$ cat src/rtl/obs_decoder_score.sv
`default_nettype none
// ============================================================================
// Module   : obs_decoder_score
// Purpose  : Decodes the 7-segment pattern in the hero's digit back into its
//            obstacle/bonus code. Then it checks the pattern against the
//            hero's segment mask. Collisions with obstacles cost a life.
//            Overlapping bonuses add saturating points to the score.
//            One evaluation takes three clock cycles: latch, decode, evaluate.
// Ports    : clk, rst_n (sync, active-low)
//            seg_valid, seg_in[6:0], hero_mask[6:0]  - evaluation request
//            restart                                 - game restart
//            busy, code_valid, obs_code[3:0], hit    - evaluation status
//            bonus_pts[5:0], score[9:0], lives[1:0]  - game state
//            game_over, err                          - status flags
// Revision : 1.0 - initial release
// ============================================================================
module obs_decoder_score #(
    parameter int START_LIVES = 3,
    parameter int SCORE_MAX   = 999
) (
    input  logic       clk,
    input  logic       rst_n,
    input  logic       seg_valid,
    input  logic [6:0] seg_in,
    input  logic [6:0] hero_mask,
    input  logic       restart,
    output logic       busy,
    output logic       code_valid,
    output logic [3:0] obs_code,
    output logic       hit,
    output logic [5:0] bonus_pts,
    output logic [9:0] score,
    output logic [1:0] lives,
    output logic       game_over,
    output logic       err
);

    localparam logic [1:0] c_start_lives = 2'(START_LIVES);
    localparam logic [9:0] c_score_max   = 10'(SCORE_MAX);
    localparam logic [3:0] c_code_empty  = 4'd13;
    localparam logic [3:0] c_code_inval  = 4'd15;

    typedef enum logic [1:0] {
        IDLE   = 2'd0,
        DECODE = 2'd1,
        EVAL   = 2'd2,
        OVER   = 2'd3
    } state_t;

    state_t     state_q, state_d;
    logic [6:0] seg_q, seg_d;
    logic [6:0] mask_q, mask_d;
    logic [3:0] code_q, code_d;
    logic       ov_q, ov_d;
    logic       code_valid_q, code_valid_d;
    logic [3:0] obs_code_q, obs_code_d;
    logic       hit_q, hit_d;
    logic [5:0] bonus_pts_q, bonus_pts_d;
    logic [9:0] score_q, score_d;
    logic [1:0] lives_q, lives_d;
    logic       err_q, err_d;

    logic [5:0]  w_pts;
    logic [10:0] w_sum;

    // Inverse of the obstacle pattern ROM (bit6 = a ... bit0 = g).
    function automatic logic [3:0] decode_seg(input logic [6:0] seg);
        logic [3:0] code;
        case (seg)
            7'b0001111: code = 4'd0;
            7'b1100011: code = 4'd1;
            7'b0111000: code = 4'd2;
            7'b0010011: code = 4'd3;
            7'b1000001: code = 4'd4;
            7'b0111111: code = 4'd5;
            7'b0110110: code = 4'd6;
            7'b0010101: code = 4'd7;
            7'b0110001: code = 4'd8;
            7'b1111110: code = 4'd9;
            7'b0110000: code = 4'd10;
            7'b1101101: code = 4'd11;
            7'b1111001: code = 4'd12;
            7'b0000000: code = c_code_empty;
            default:    code = c_code_inval;
        endcase
        return code;
    endfunction

    // Bonus value of the registered code, independent of overlap.
    always_comb begin
        w_pts = 6'd0;
        case (code_q)
            4'd10:   w_pts = 6'd10;
            4'd11:   w_pts = 6'd20;
            4'd12:   w_pts = 6'd30;
            default: w_pts = 6'd0;
        endcase
    end

    // One extra bit keeps the sum from wrapping before the saturation compare.
    assign w_sum = {1'b0, score_q} + {5'b0, w_pts};

    always_comb begin
        state_d      = state_q;
        seg_d        = seg_q;
        mask_d       = mask_q;
        code_d       = code_q;
        ov_d         = ov_q;
        code_valid_d = 1'b0;
        hit_d        = 1'b0;
        obs_code_d   = obs_code_q;
        bonus_pts_d  = bonus_pts_q;
        score_d      = score_q;
        lives_d      = lives_q;
        err_d        = err_q;

        if (restart) begin
            // Restart discards any evaluation in flight.
            state_d     = IDLE;
            score_d     = 10'd0;
            lives_d     = c_start_lives;
            err_d       = 1'b0;
            bonus_pts_d = 6'd0;
            obs_code_d  = 4'd0;
        end else begin
            case (state_q)
                IDLE: begin
                    if (seg_valid) begin
                        seg_d   = seg_in;
                        mask_d  = hero_mask;
                        state_d = DECODE;
                    end
                end
                DECODE: begin
                    code_d  = decode_seg(seg_q);
                    ov_d    = |(seg_q & mask_q);
                    state_d = EVAL;
                end
                EVAL: begin
                    code_valid_d = 1'b1;
                    obs_code_d   = code_q;
                    bonus_pts_d  = 6'd0;
                    state_d      = IDLE;
                    if (code_q <= 4'd9 && ov_q) begin
                        hit_d = 1'b1;
                        if (lives_q != 2'd0) begin
                            lives_d = lives_q - 2'd1;
                        end
                        if (lives_q <= 2'd1) begin
                            state_d = OVER;
                        end
                    end else if (w_pts != 6'd0 && ov_q) begin
                        bonus_pts_d = w_pts;
                        if (w_sum > {1'b0, c_score_max}) begin
                            score_d = c_score_max;
                        end else begin
                            score_d = w_sum[9:0];
                        end
                    end
                    if (code_q == c_code_inval) begin
                        err_d = 1'b1;
                    end
                end
                OVER: begin
                    state_d = OVER;
                end
                default: begin
                    state_d = IDLE;
                end
            endcase
        end
    end

    always_ff @(posedge clk) begin
        if (!rst_n) begin
            state_q      <= IDLE;
            seg_q        <= 7'd0;
            mask_q       <= 7'd0;
            code_q       <= 4'd0;
            ov_q         <= 1'b0;
            code_valid_q <= 1'b0;
            obs_code_q   <= 4'd0;
            hit_q        <= 1'b0;
            bonus_pts_q  <= 6'd0;
            score_q      <= 10'd0;
            lives_q      <= c_start_lives;
            err_q        <= 1'b0;
        end else begin
            state_q      <= state_d;
            seg_q        <= seg_d;
            mask_q       <= mask_d;
            code_q       <= code_d;
            ov_q         <= ov_d;
            code_valid_q <= code_valid_d;
            obs_code_q   <= obs_code_d;
            hit_q        <= hit_d;
            bonus_pts_q  <= bonus_pts_d;
            score_q      <= score_d;
            lives_q      <= lives_d;
            err_q        <= err_d;
        end
    end

    assign busy       = (state_q == DECODE) || (state_q == EVAL);
    assign game_over  = (state_q == OVER);
    assign code_valid = code_valid_q;
    assign obs_code   = obs_code_q;
    assign hit        = hit_q;
    assign bonus_pts  = bonus_pts_q;
    assign score      = score_q;
    assign lives      = lives_q;
    assign err        = err_q;

endmodule
`default_nettype wire
$ cat config.mk
export PLATFORM = sky130hd
export DESIGN_NAME = obs_decoder_score
export DESIGN_NICKNAME = d
export VERILOG_FILES = /design/src/rtl/obs_decoder_score.sv
export SDC_FILE = /design/constraint.sdc
export NUM_CORES = 1
export LEC_CHECK = 0
export CORE_ASPECT_RATIO = 1.5
export CORE_MARGIN = 8
export CORE_UTILIZATION = 25
export CTS_CLUSTER_SIZE = 16
export DETAILED_ROUTE_END_ITERATION = 10
export GPL_ROUTABILITY_DRIVEN = 0
export PLACE_DENSITY = 0.46
export SETUP_SLACK_MARGIN = 0.2
export SLEW_MARGIN = 10
export SYNTH_ARGS = -nofsm -noshare
export SYNTH_HDL_FRONTEND = slang
export SYNTH_SLANG_ARGS = --single-unit
$ cat constraint.sdc
create_clock -name clk -period 3.4 [get_ports clk]
set_input_delay 0.34 -clock clk [delete_from_list [all_inputs] [get_ports clk]]
set_output_delay 0.34 -clock clk [all_outputs]
set_load 0.1 [all_outputs]
### Word-level counts from Yosys, hierarchy flattened

Cells that the tools add are included.

| word-level totals | value |
|---|---|
| flip-flop bits (word level) | 46 |
| bits in latches | 0 |
| RAM bits | 0 |
| memory bits (read-only) | 0 |
| input port bits | 18 |
| output and inout port bits | 27 |
| memories kept | 0 |

| cells by class | value |
|---|---|
| add/subtract/negate cells | 2 |
| multipliers | 0 |
| divide/modulo/power cells | 0 |
| $lt $le $gt $ge | 3 |
| equality and inequality tests | 21 |
| shift-type cells | 0 |
| muxes and demuxes | 11 |
| bitwise gates (word level) | 5 |
| reduce and logical (&&, ||, !) cells | 15 |

Operator list:

| operator | count |
|---|---|
| case mux 4 bit (14 select lines) | 1 |
| equality test 7 x 6 -> 1 bit, second input constant | 5 |
| equality test 7 bit, second input constant | 5 |
| equality test 4 bit, second input constant | 4 |
| case mux 5 bit (3 select lines) | 1 |
| equality test 7 x 5 -> 1 bit, second input constant | 2 |
| 2-to-1 mux 6 bit | 2 |
| adder 10 x 6 -> 11 bit | 1 |
| > comparator 11 x 10 -> 1 bit, second input constant | 1 |
| 2-to-1 mux 10 bit | 1 |
| AND reduction 3 bit | 3 |
| case mux 2 bit (4 select lines) | 1 |
| bitwise AND 7 bit | 1 |
| equality test 7 x 4 -> 1 bit, second input constant | 1 |
| logical NOT 7 bit | 1 |
| OR reduction 7 bit | 1 |
| 2-to-1 mux 2 bit | 3 |
| nonzero test 6 bit | 1 |
| equality test 2 bit, second input constant | 2 |
| <= comparator 4 bit, second input constant | 1 |
| NOT 1 bit | 4 |
| AND reduction 2 bit | 2 |
| OR reduction 3 bit | 1 |
| equality test 2 x 1 -> 1 bit, second input constant | 1 |
| 9 further kinds | 11 |

### Depth between registers and ports, before layout

| logic depth | value |
|---|---|
| word-level depth | 6 |
| depth in mapped cells | 12 |
| mapped depth without buffers | 11 |

### Least setup slack after synthesis

OpenSTA, ideal clock, no wires.

| timing path | value |
|---|---|
| path type | register to register |
| from | register score_q[3] (netlist: score[3]) |
| to | register score_q[2] (netlist: score[2]) |
| setup time | 119 ps |
| arrival time | 2,521 ps |
| slack | 760 ps |
| stages on the path, launching flop included | 8 |
| path buffers | 0 |
| clock period less this slack | 2,640 ps |
| path through | dfxtp_1 > ha_1 > a21oi_1 > a21boi_0 > o21ai_0 > and2_1 > o21ai_1 > o221a_2 |

| between the ends | value |
|---|---|
| word-level cells in the longest chain between the ends | 3 |

RTL lines:

| item | line | RTL |
|---|---|---|
| start, declared | 59 | `logic [9:0] score_q, score_d;` |
| start signal, assigned | 198 | `score_q <= score_d;` |
| adder 10 x 6 -> 11 bit | 101 | `assign w_sum = {1'b0, score_q} + {5'b0, w_pts};` |
| > comparator 11 x 10 -> 1 bit | 154 | `if (w_sum > {1'b0, c_score_max}) begin` |
| 2-to-1 mux 10 bit | 154 |  |

Every way passes these cells.
A chain may end at the register's enable or synchronous reset.

### Final worst setup path

| timing path | value |
|---|---|
| from | register code_q[1] |
| to | register score_q[1] (netlist: score[1]) |

| between the ends | value |
|---|---|
| word-level cells in the longest chain between the ends | 5 |

RTL lines:

| item | line | RTL |
|---|---|---|
| start, declared | 53 | `logic [3:0] code_q, code_d;` |
| start signal, assigned | 192 | `code_q <= code_d;` |
| equality test 4 bit | 92 | `case (code_q)` |
| case mux 5 bit (3 select lines) | 92 |  |
| adder 10 x 6 -> 11 bit / nonzero test 6 bit (equally long branches) | 101, 152 |  |
| > comparator 11 x 10 -> 1 bit / logical AND 1 bit (equally long branches) | 154, 152 |  |
| 2-to-1 mux 10 bit / AND reduction 3 bit (equally long branches) | - |  |

Parallel ways exist; a longest one is shown, timed or not.

==> metrics.txt <==
status completed; worst hold-check path type flop to flop; CP max-delay cell dfxtp_1; WP data arrival 2820 ps; drt pass-1 iters 4; initial DRC count 82; number of port buffers 42; crit path kind flop to flop; share of post-route cells with drive strength above 1 0.0755; clock tree buffer depth 2; final net count 359; Core Area 9580 sq um; CP top delay family compound AO/OA/AOI/OAI gates; CTS root buf clkbuf_16; total of max-cap violations 0; number of hold buffers added after CTS 0; placed cell area 2880 sq um; H-tree levels 2; Fmax 378 MHz; Levels on crit path 11; Top FF cell, synth dfxtp_1; post-route ant nets 0; largest cells by area after synthesis dfxtp_1, nand2_1, ha_1, nor2_1, a21boi_0; IO Pins 45; Fin. Hold Viols 0; Slew Limit Fails 0; wire per inst 14.2 um; R2R depth 11; CP Capture Type flop; DR vias 2193; Pleak 0.00107 uW; register area share after synthesis 0.344; clock sink total 42; Die Y 137 um; Starting Density 0.255; Num CTS Buffers 5; EDFF count, synth 0; fin crit share 0.778; post-route cell area 3030 sq um; Final Setup Violations 0; # resized after CTS 0; Post-synth ARST share 0; first-pass GRT wire length 10700 um; Hold Path Depth 2; Slew @ Worst Pin 1010 ps; Synth Instances 298; Mapped Area 2440 sq um; met3 Usage GRT 0.0268; Yosys reg bits 42; Clk pin slew, worst setup/hold paths 60 ps; antenna cells 0; post-CTS setup buffer count 0; initial antenna violation count 0; via-per-instance ratio 4.92; Startpoint Class flop; Overall Power 1130 uW; Worst slew margin 0.323; Worst EP required 3570 ps; Synth top area share 0.344; RSZ-0062 raised after global routing no; setup TNS 0 ps; DIE AREA 13300 sq um; met2 Usage GRT 0.178; gr usage total 0.0945; worst skew pair latency 280 ps; detailed-route DRC error count 0; largest net degree at the start of global routing 23; post-synth top area cell dfxtp_1; CP Cell Sequence xnor2_1, nor2_1, and2_1, ha_1, fa_1, a21o_1, and3_1, o21ai_0, a31o_2, o21ai_1, o221a_2; worst-path fanout max 8; final core occ 0.317; fin crit period 2650 ps; DP HPWL 4860 um; WP buf/inv 0; met1 GRT Util 0.0978; pwr dens 374 nW/um^2; Worst path max stage delay 450 ps; worst vdd ir 0.224 mV; CTS tree built; final WL 6320 um; Syn Area/Cell 8.20 sq um; Synthesis Warnings 0; skew final 4.10 ps; GRT Max-Usage Layer met2; die extent in x 96.7 um; row count 44; Netlist cell types 65; GRT overflow 0; vias in the first global route 2213; Area Overhead vs Synth 24.2%
[report_power, final]
group | leakage [uW] | total [uW] | switching (uW) | internal (uW)
clock | 0.0000729 | 495 | 204 | 291
sequential | 0.000340 | 527 | 22.5 | 504
combinational | 0.000658 | 113 | 63.5 | 49.2
total | 0.00107 | 1130 | 290 | 844
[cells in the final DEF (no fill, tap or decap), types with 4 or more instances in the layout]
cell type,n
inv_1,8
nand3_1,7
and3_1,6
mux2i_1,4
ha_1,10
nor3_1,8
a311oi_1,4
nor2b_1,4
clkbuf_16,5
o21ai_0,17
nand2_1,41
clkdlybuf4s50_1,41
a21oi_1,16
a21boi_0,12
and2_1,8
dfxtp_1,42
nor2_1,26
a31oi_1,6
[worst register-to-register path, delay by kind of cell, from the launching register on]
family | cells | cell delay, ps
AO/OA/AOI/OAI | 5 | 890
XOR/XNOR | 1 | 150
adder cells (fa/ha/maj) | 2 | 640
flip-flops | 1 | 450
AND/OR/NAND/NOR | 3 | 420
[state kept, by name (all words and copies together), names as in the netlist]
register / flops
bonus_pts: 2
code_q: 4
code_valid: 1
err: 1
hit: 1
lives: 2
mask_q: 7
obs_code: 4
ov_q: 1
score: 10
seg_q: 7
state_q: 2
[worst paths after layout]
kind | from | end | slack, ps
hold reg to reg | mask_q[0] | mask_q[0] | 460
hold / removal | mask_q[0] | mask_q[0] | 460
setup / recovery | code_q[1] | score[1] | 750
setup reg to reg | code_q[1] | score[1] | 750
[cell usage after synthesis, drive strengths merged, types with 4 or more instances]
library cell and count:
dfxtp 42, nand2 41, nor2 27, o21ai 18, a21oi 17, a21boi 15, buf 10, clkbuf 10
ha 10, and2 8, inv 8, nor3 8, nand3 7, a31oi 6, and3 6, a311oi 4
mux2i 4, nor2b 4, or3 4
[area by class of cell]
cell class	instances	area (sq um)
Clock buffer	6	139
Clock inverter	2	12.5
Timing Repair Buffer	44	433
Fill cell	1059	6550
Inverter	8	30.0
Tap cell	115	144
Sequential cell	42	841
Multi-Input combinational cell	229	1440
[cells by family after synthesis]
logic type                 Yosys count  synth area share
muxes                                5            0.0210
buffers and inverters               28            0.0697
and+or+nand+nor                    126             0.263
other                                1           0.00154
DFF                                 42             0.344
AOI/OAI and AO/OA                   81             0.227
xor gates and xnor gates             4            0.0143
adders and majority gates           11            0.0594
[metrics by stage]
| step | instances | hold WS [ps] | setup slack, ps |
|---|---|---|---|
| 6_report | 446 | 462 | 753 |
| 5_1_grt | 446 | 478 | 525 |
| 4_1_cts | 446 | 461 | 747 |
| 3_5_place_dp | 438 | 452 | 761 |
| 3_3_place_gp | 438 | 447 | 807 |
| 2_1_floorplan | 299 | 435 | 760 |
[metal layers]
layer,routed length [um],vias to the layer above
li1,-,1128
met1,2640,1005
met2,3290,54
met3,318,6
met4,68,0
met5,0,-
Note: power is estimated with default switching activity, not from simulation.
